<file path="src/rtl/irq_sched.sv">
// ---------------------------------------------------------------------------
// irq_sched: memory-mapped machine timer / software / external interrupt
// scheduler for a single hart.
//
// Register map (byte offsets on req_addr):
//   0x0000 msip      bit0 only, bits 63:1 read as 0
//   0x4000 mtimecmp  64-bit compare value
//   0xBFF8 mtime     64-bit free-running timer
// Any other offset returns 0 on a read, drops a write, and raises resp_err.
//
// Ports:
//   clk, reset              clock; synchronous active-high reset
//   req_valid/req_write/req_addr/req_wdata/req_ready
//                           request side; accepted when req_valid && req_ready
//   resp_valid/resp_rdata/resp_err
//                           one-cycle response, the cycle after acceptance
//   ext_irq_in              asynchronous external interrupt line
//   ext_ack                 clears the external pending bit
//   trint/swint/exint       registered interrupt lines to the CSR unit
//
// Build option: define IRQ_PRESCALE_EN to advance mtime once every MTIME_DIV
// clocks instead of every clock.
// ---------------------------------------------------------------------------
module irq_sched #(
  parameter int unsigned SYNC_STAGES = 2,  // 2 or 3
  parameter int unsigned MTIME_DIV   = 4   // 2..255, used with IRQ_PRESCALE_EN
) (
  input  logic        clk,
  input  logic        reset,
  input  logic        req_valid,
  input  logic        req_write,
  input  logic [15:0] req_addr,
  input  logic [63:0] req_wdata,
  output logic        req_ready,
  output logic        resp_valid,
  output logic [63:0] resp_rdata,
  output logic        resp_err,
  input  logic        ext_irq_in,
  input  logic        ext_ack,
  output logic        trint,
  output logic        swint,
  output logic        exint
);

  localparam logic [15:0] ADDR_MSIP     = 16'h0000;
  localparam logic [15:0] ADDR_MTIMECMP = 16'h4000;
  localparam logic [15:0] ADDR_MTIME    = 16'hBFF8;

  typedef enum logic {ST_IDLE, ST_RESP} state_t;

  state_t state_q, state_d;
  logic   accept;

  logic [63:0] mtime_q, mtime_d;
  logic [63:0] mtimecmp_q, mtimecmp_d;
  logic        msip_q, msip_d;
  logic        tick;

  logic        hit_msip, hit_cmp, hit_mtime, hit_any;
  logic [63:0] rd_data;
  logic        wr_msip, wr_cmp, wr_mtime;

  logic        resp_valid_q, resp_err_q;
  logic [63:0] resp_rdata_q;
  logic        trint_q, swint_q, exint_q;

  logic [SYNC_STAGES-1:0] sync_q;
  logic                   sync_prev_q;
  logic                   irq_rise;
  logic                   ext_pend_q, ext_pend_d;

  // ---------------- request FSM ----------------
  always_comb begin
    state_d = state_q;
    accept  = 1'b0;
    case (state_q)
      ST_IDLE: begin
        if (req_valid && !reset) begin
          accept  = 1'b1;
          state_d = ST_RESP;
        end
      end
      ST_RESP: state_d = ST_IDLE;
      default: state_d = ST_IDLE;
    endcase
  end

  always_ff @(posedge clk) begin
    if (reset) state_q <= ST_IDLE;
    else       state_q <= state_d;
  end

  // ---------------- address decode / read mux ----------------
  always_comb begin
    hit_msip  = (req_addr == ADDR_MSIP);
    hit_cmp   = (req_addr == ADDR_MTIMECMP);
    hit_mtime = (req_addr == ADDR_MTIME);
    hit_any   = hit_msip | hit_cmp | hit_mtime;
    rd_data   = 64'd0;
    if (hit_msip)  rd_data = {63'd0, msip_q};
    if (hit_cmp)   rd_data = mtimecmp_q;
    if (hit_mtime) rd_data = mtime_q;
  end

  assign wr_msip  = accept & req_write & hit_msip;
  assign wr_cmp   = accept & req_write & hit_cmp;
  assign wr_mtime = accept & req_write & hit_mtime;

  // ---------------- mtime advance ----------------
`ifdef IRQ_PRESCALE_EN
  localparam logic [7:0] DIV_LAST = 8'(MTIME_DIV - 1);
  logic [7:0] div_q, div_d;

  assign tick = (div_q == DIV_LAST);

  // A write to mtime restarts the prescale period so the written value
  // is held for a full MTIME_DIV clocks.
  always_comb begin
    div_d = div_q + 8'd1;
    if (wr_mtime || tick) div_d = 8'd0;
  end

  always_ff @(posedge clk) begin
    if (reset) div_q <= 8'd0;
    else       div_q <= div_d;
  end
`else
  localparam logic [7:0] DIV_LAST = 8'(MTIME_DIV - 1);
  logic unused_div;
  assign unused_div = ^DIV_LAST;
  assign tick       = 1'b1;
`endif

  // A same-cycle write overrides the increment.
  always_comb begin
    mtime_d    = tick ? (mtime_q + 64'd1) : mtime_q;
    mtimecmp_d = mtimecmp_q;
    msip_d     = msip_q;
    if (wr_mtime) mtime_d    = req_wdata;
    if (wr_cmp)   mtimecmp_d = req_wdata;
    if (wr_msip)  msip_d     = req_wdata[0];
  end

  always_ff @(posedge clk) begin
    if (reset) begin
      mtime_q    <= 64'd0;
      mtimecmp_q <= {64{1'b1}};
      msip_q     <= 1'b0;
    end else begin
      mtime_q    <= mtime_d;
      mtimecmp_q <= mtimecmp_d;
      msip_q     <= msip_d;
    end
  end

  // ---------------- response registers ----------------
  // Read data is sampled from the current register values at acceptance,
  // i.e. before this cycle's increment or write lands.
  always_ff @(posedge clk) begin
    if (reset) begin
      resp_valid_q <= 1'b0;
      resp_err_q   <= 1'b0;
      resp_rdata_q <= 64'd0;
    end else if (accept) begin
      resp_valid_q <= 1'b1;
      resp_err_q   <= ~hit_any;
      resp_rdata_q <= req_write ? 64'd0 : rd_data;
    end else begin
      resp_valid_q <= 1'b0;
    end
  end

  // ---------------- external interrupt path ----------------
  always_ff @(posedge clk) begin
    if (reset) begin
      sync_q      <= '0;
      sync_prev_q <= 1'b0;
    end else begin
      sync_q      <= {sync_q[SYNC_STAGES-2:0], ext_irq_in};
      sync_prev_q <= sync_q[SYNC_STAGES-1];
    end
  end

  assign irq_rise = sync_q[SYNC_STAGES-1] & ~sync_prev_q;

  // A new edge beats a simultaneous acknowledge so no interrupt is lost.
  always_comb begin
    ext_pend_d = ext_pend_q;
    if (ext_ack)  ext_pend_d = 1'b0;
    if (irq_rise) ext_pend_d = 1'b1;
  end

  always_ff @(posedge clk) begin
    if (reset) ext_pend_q <= 1'b0;
    else       ext_pend_q <= ext_pend_d;
  end

  // ---------------- interrupt outputs ----------------
  always_ff @(posedge clk) begin
    if (reset) begin
      trint_q <= 1'b0;
      swint_q <= 1'b0;
      exint_q <= 1'b0;
    end else begin
      trint_q <= (mtime_q >= mtimecmp_q);
      swint_q <= msip_q;
      exint_q <= ext_pend_q;
    end
  end

  // Outputs are forced to their idle values while reset is asserted so a
  // response in flight when reset arrives is never seen.
  assign req_ready  = (state_q == ST_IDLE) | reset;
  assign resp_valid = resp_valid_q & ~reset;
  assign resp_err   = resp_err_q & ~reset;
  assign resp_rdata = reset ? 64'd0 : resp_rdata_q;
  assign trint      = trint_q & ~reset;
  assign swint      = swint_q & ~reset;
  assign exint      = exint_q & ~reset;

endmodule

</file>
<file path="config.mk">
export PLATFORM = sky130hd
export DESIGN_NAME = irq_sched
export DESIGN_NICKNAME = d
export VERILOG_FILES = /design/src/rtl/irq_sched.sv
export SDC_FILE = /design/constraint.sdc
export NUM_CORES = 1
export LEC_CHECK = 0
export CAP_MARGIN = 20
export CORE_MARGIN = 2
export CORE_UTILIZATION = 55
export DETAILED_ROUTE_END_ITERATION = 8
export PLACE_DENSITY_LB_ADDON = 0.08
export SLEW_MARGIN = 5
export SYNTH_ARGS = -nofsm -noshare
export SYNTH_HDL_FRONTEND = slang
export SYNTH_SLANG_ARGS = --single-unit
</file>
<file path="constraint.sdc">
create_clock -name clk -period 2.7 [get_ports clk]
set_input_delay 0.54 -clock clk [delete_from_list [all_inputs] [get_ports clk]]
set_output_delay 0.54 -clock clk [all_outputs]
set_load 0.005 [all_outputs]
</file>
* Word level (Yosys, flattened, before mapping)
Index checks and enable logic that the tools add are counted.
Widths: inputs -> output; s select.
** Word-level totals
- Bits in writable memories :: 0
- ROM bits :: 0
- Output and inout bits :: 70
- Bits of input ports :: 86
- Logic and storage cells :: 50
- Register bits after elaboration :: 203
- Memories :: 0
- Latch bits :: 0
** Cells by class
- $mul :: 0
- Multiplexer cells :: 12
- Equality and inequality tests :: 2
- Magnitude comparators :: 1
- Reductions and logical operators :: 4
- $add $sub $neg :: 1
- Bitwise logic cells :: 17
- Div/mod/pow operators :: 0
- Shift-type cells :: 0
** Operator list (number)
- $mux 64 :: 5
- $add 64x1->64 const B :: 1
- $ge 64x64->1 :: 1
- $eq 16x15->1 const B :: 1
- $eq 16x16->1 const B :: 1
- $logic_not 16->1 :: 1
- $and 1x1->1 :: 10
- $mux 1 :: 6
- $not 1->1 :: 4
- $or 1x1->1 :: 3
- $pmux 1 s2 :: 1
- $reduce_bool 2->1 :: 1
- $logic_and 1x1->1 :: 1
- $logic_not 1->1 :: 1

* Longest topological paths before layout
- Word-level depth :: 7
- Mapped depth :: 9
- Gate-level depth less buffers :: 9

* Least setup slack after synthesis
No wires, ideal clock.
- Kind :: input -> register
- Start :: input port req_addr[1]
- End :: register mtime_q[10]
- Stages :: 7
- Path slack :: 0.479 ns
- Arrival :: 2.087 ns
- Required time :: 2.566 ns
- Library setup time :: 0.134 ns
- Buffers on the path :: 2
- Cells stage by stage :: or3_1 nor4_4 nand2_1 clkbuf_1 clkbuf_1 nor2_1 a211oi_1
** Between the ends
- Word-level cells in the longest chain between the ends :: 3
** RTL lines
- start, declared :: line 32 : input logic [15:0] req_addr,
- $eq 16x16->1 :: line 97 : hit_mtime = (req_addr == ADDR_MTIME);
- $and 1x1->1 :: line 107 : assign wr_mtime = accept & req_write & hit_mtime;
- $mux 64 :: line 139 : if (wr_mtime) mtime_d = req_wdata;
- end signal, assigned :: line 150 : mtime_q <= mtime_d;
- end, declared :: line 54 : logic [63:0] mtime_q, mtime_d;
Every way passes these cells.
A chain may end at the register's enable or synchronous reset.

* Worst setup path after layout
- Start :: register mtimecmp_q[27]
- End :: register trint_q
** Between the ends
- Word-level cells in the longest chain between the ends :: 1
** RTL lines
- start, declared :: line 55 : logic [63:0] mtimecmp_q, mtimecmp_d;
- start signal, assigned :: line 147 : mtimecmp_q <= {64{1'b1}};
- start signal, assigned :: line 151 : mtimecmp_q <= mtimecmp_d;
- $ge 64x64->1 :: line 205 : trint_q <= (mtime_q >= mtimecmp_q);
- end signal, assigned :: line 205
- end, declared :: line 65 : logic trint_q, swint_q, exint_q;
Every way passes these cells.

==> flow_metrics.env <==
export IMPL_synth_edf_count=0
export IMPL_post_cts_resized=0
export IMPL_setup_viol=0
export IMPL_reg2reg_slack_ps=90
export IMPL_ys_top_cells_by_area="dfxtp_1 38%, nand2_1 8.3%, ha_1 7.7%, nand3b_1 4.5%, a22oi_1 4.5%"
export IMPL_post_cts_buffers=0
export IMPL_maxCapViolations=0
export IMPL_seq_power_share_pct=46.4
export IMPL_timing_rr_start="mtimecmp_q[27]$_SDFFE_PP1P_"
export IMPL_viasPerCell=5.655
export IMPL_synthDistinctLibCells=51
export IMPL_grt_pass1_wl_mm=46.66
export IMPL_die_y_um=142.9
export IMPL_post_dp_hpwl_mm=19.69
export IMPL_crit_start="mtimecmp_q[27]$_SDFFE_PP1P_"
export IMPL_fill_cells=1521
export IMPL_synthFlopType="dfxtp_1"
export IMPL_cts_hold_buf=0
export IMPL_p_switching_mw=1.398
export IMPL_period_share_pct=96.71
export IMPL_place_ws_ps=-96.26
export IMPL_switching_share_pct=21.66
export IMPL_final_antenna_net_count=0
export IMPL_vias=9771
export IMPL_insertion_delay_ps=510
export IMPL_drt_total_wl_mm=28.78
export IMPL_synth_seq_area_share_pct=38.12
export IMPL_async_flop_share_pct=0
export IMPL_critical_path_class="flop to flop"
export IMPL_drive_gt1_share_pct=7.629
export IMPL_cts_tree="done"
export IMPL_setup_ws_ps=88.93
export IMPL_power_total_mw=6.456
export IMPL_clockRootBuffer="clkbuf_16"
export IMPL_synth_area_per_cell_um2=8.147
export IMPL_grtUsageTotal_pct=28.11
export IMPL_worstPathRequired_ps=3110
export IMPL_relSlewSlack_pct=49.80
export IMPL_outcome="complete, no violations"
export IMPL_synth_seq_cells=202
export IMPL_io_pins=156
export IMPL_drt_iter0_drc=714
export IMPL_hold_viol_final=0
export IMPL_grt_pass1_vias=9396
export IMPL_cts_made_buffers=22
export IMPL_slew_violations=0
export IMPL_drc=0
export IMPL_max_slew_worst_pin_slew_ps=753.0
export IMPL_drtPass1Iterations=5
export IMPL_final_cells=1728
export IMPL_diodes=0
export IMPL_grt_overflow=0
export IMPL_dp_cells=1688
export IMPL_comb_power_share_pct=4.8
export IMPL_r2r_end="trint_q$_SDFF_PP0_"
export IMPL_grt_max_degree=67
export IMPL_synth_top_cells_by_count="235 x nand2_1, 202 x dfxtp_1, 81 x nor2_1, 79 x o21ai_0, 75 x inv_1"
export IMPL_netlist_area_um2=10610
export IMPL_yosysTopAreaCellShare_pct=38.12
export IMPL_cts_htree_levels=1
export IMPL_worst_path_max_fanout=3
export IMPL_nNetsFinal=1603
export IMPL_syn_inst=1302
export IMPL_antenna_found_initial=0
export IMPL_yosys_area_top_type="dfxtp_1"
export IMPL_cp_start_kind="flop"
export IMPL_ys_warn_count=0
export IMPL_irDropWorstVdd_mv=0.4636
export IMPL_min_path_type="flop to flop"
export IMPL_routabilityCongestion=0.8954
export IMPL_yosysMostFrequentCell="nand2_1"
export IMPL_cts_num_sinks=202
export IMPL_intPower_mw=5.058
export IMPL_initial_utilization_pct=56.33
export IMPL_syn2layout_area_growth_pct=26.95
export IMPL_crit_end="trint_q$_SDFF_PP0_"
export IMPL_power_frac_clock_pct=48.7
export IMPL_core_area_um2=18830
export IMPL_synthesis_nets=1453
export IMPL_clockBufferDepth=3
export IMPL_rows=50
export IMPL_cp_data_arrival_time_ps=3020
export IMPL_period_needed_ps=2611
export IMPL_powerDensity_nw_per_um2=479.4
export IMPL_crit_path_end_kind="flop"
export IMPL_die_area_um2=20410
export IMPL_portBuffers=155
export IMPL_p_leak_nw=6.000
export IMPL_fmax_mhz=383.0
export IMPL_clk_pin_slew_worst_paths_ps=60
export IMPL_wl_per_cell_um=16.65
export IMPL_clock_skew_ps=8.637
export IMPL_dieWidth_um=142.9
export IMPL_reg2reg_depth=8
[per-layer routing]
metal / vias to the layer above / routed length, µm / GRT usage [%]
li1: 4778 / - / -
met5: - / 0 / 0
met3: 42 / 1849 / 3.622
met1: 4608 / 13030 / 38.26
met4: 0 / 519 / 6.566
met2: 343 / 13380 / 47.65
[cell type report]
cell class | count | area (µm²) | share of cell area, %
Sequential cell | 202 | 4044 | 30.03
Clock inverter | 9 | 97.59 | 0.7247
Clock buffer | 31 | 665.6 | 4.943
Tap cell | 260 | 325.3 | 2.416
Timing Repair Buffer | 203 | 2076 | 15.41
Multi-Input combinational cell | 948 | 5977 | 44.38
Inverter | 75 | 281.5 | 2.090
[per-stage QoR]
| step | hold WS, ps | instance area [µm²] | TNS [ps] | utilization (%) |
|---|---|---|---|---|
| after floorplan | 413.8 | 10610 | 0 | - |
| after global placement | 416.7 | 12700 | -1029 | 67.43 |
| after detailed placement | 428.9 | 12700 | -3968 | 67.43 |
| after CTS | 442.5 | 13460 | 0 | 71.48 |
| after global routing | 466.9 | 13470 | -8.075 | 71.52 |
| final | 436.3 | 13470 | 0 | 71.52 |
[kinds of logic after synthesis]
kind of cell               after synthesis  synth area share [%]
buffers and inverters                  152                 5.768
AOI/OAI and AO/OA                      248                 15.26
and+or+nand+nor                        571                 27.87
DFF                                    202                 38.12
muxes                                    2                0.1887
xor gates and xnor gates                62                 5.119
adders and majority gates               65                 7.667
[critical path, cell delays in order, from the launching register on]
cell,delay (ps)
dfxtp_1,370
inv_1,60
ha_1,310
nand4_1,130
or4_1,590
a311oi_1,530
nor4_2,130
buf_4,170
o31ai_1,230
[worst min path at each step]
stage / from / endpoint / depth (start not counted)
6_report: sync_q[0]$_SDFF_PP0_ / sync_q[1]$_SDFF_PP0_ / 1
5_1_grt: sync_q[0]$_SDFF_PP0_ / sync_q[1]$_SDFF_PP0_ / 1
3_5_place_dp: sync_q[0]$_SDFF_PP0_ / sync_q[1]$_SDFF_PP0_ / 1
2_1_floorplan: sync_q[0]$_SDFF_PP0_ / sync_q[1]$_SDFF_PP0_ / 1
4_1_cts: sync_q[0]$_SDFF_PP0_ / sync_q[1]$_SDFF_PP0_ / 1
3_3_place_gp: sync_q[0]$_SDFF_PP0_ / sync_q[1]$_SDFF_PP0_ / 1
[flip-flops by register name (all words and copies together) (netlist names)]
name          count
resp_err_q        1
mtimecmp_q       64
swint_q           1
mtime_q          64
sync_q            2
ext_pend_q        1
trint_q           1
state_q           1
msip_q            1
exint_q           1
resp_rdata_q     64
sync_prev_q       1
[power groups by stage]
| stage | clock network, mW | registers [mW] | logic (mW) |
|---|---|---|---|
| CTS | 3.18 | 3.00 | 0.312 |
| finish | 3.15 | 3.00 | 0.313 |
| detailed placement | 0 | 3.06 | 0.309 |
| global placement | 0 | 3.06 | 0.309 |
| floorplan | 0 | 3.06 | 0.101 |
| global route | 3.30 | 3.00 | 0.335 |
[cell usage in the layout, fill, tap and decap left out, drive strengths merged, types with 2 or more instances in the layout]
cell type / synthesis / final
nand2: 235 / 235
o21ai: 83 / 83
a22oi: 63 / 63
bufinv: 0 / 2
inv: 75 / 75
xor2: 39 / 39
clkbuf: 50 / 31
ha: 65 / 65
mux2i: 2 / 2
nor2: 83 / 83
or4: 2 / 2
a211oi: 56 / 56
nand3b: 64 / 64
and4: 12 / 12
and2: 4 / 4
or3: 2 / 2
nand2b: 2 / 2
xnor2: 23 / 23
a21oi: 28 / 28
clkdlybuf4s50: 0 / 154
nor3: 11 / 11
clkinv: 0 / 6
nand4: 28 / 28
and3: 14 / 14
a21o: 9 / 9
nor2b: 74 / 74
dfxtp: 202 / 202
nand3: 32 / 32
buf: 27 / 49
nor4: 7 / 7
No activity file was read; power rests on OpenSTA's default activity.
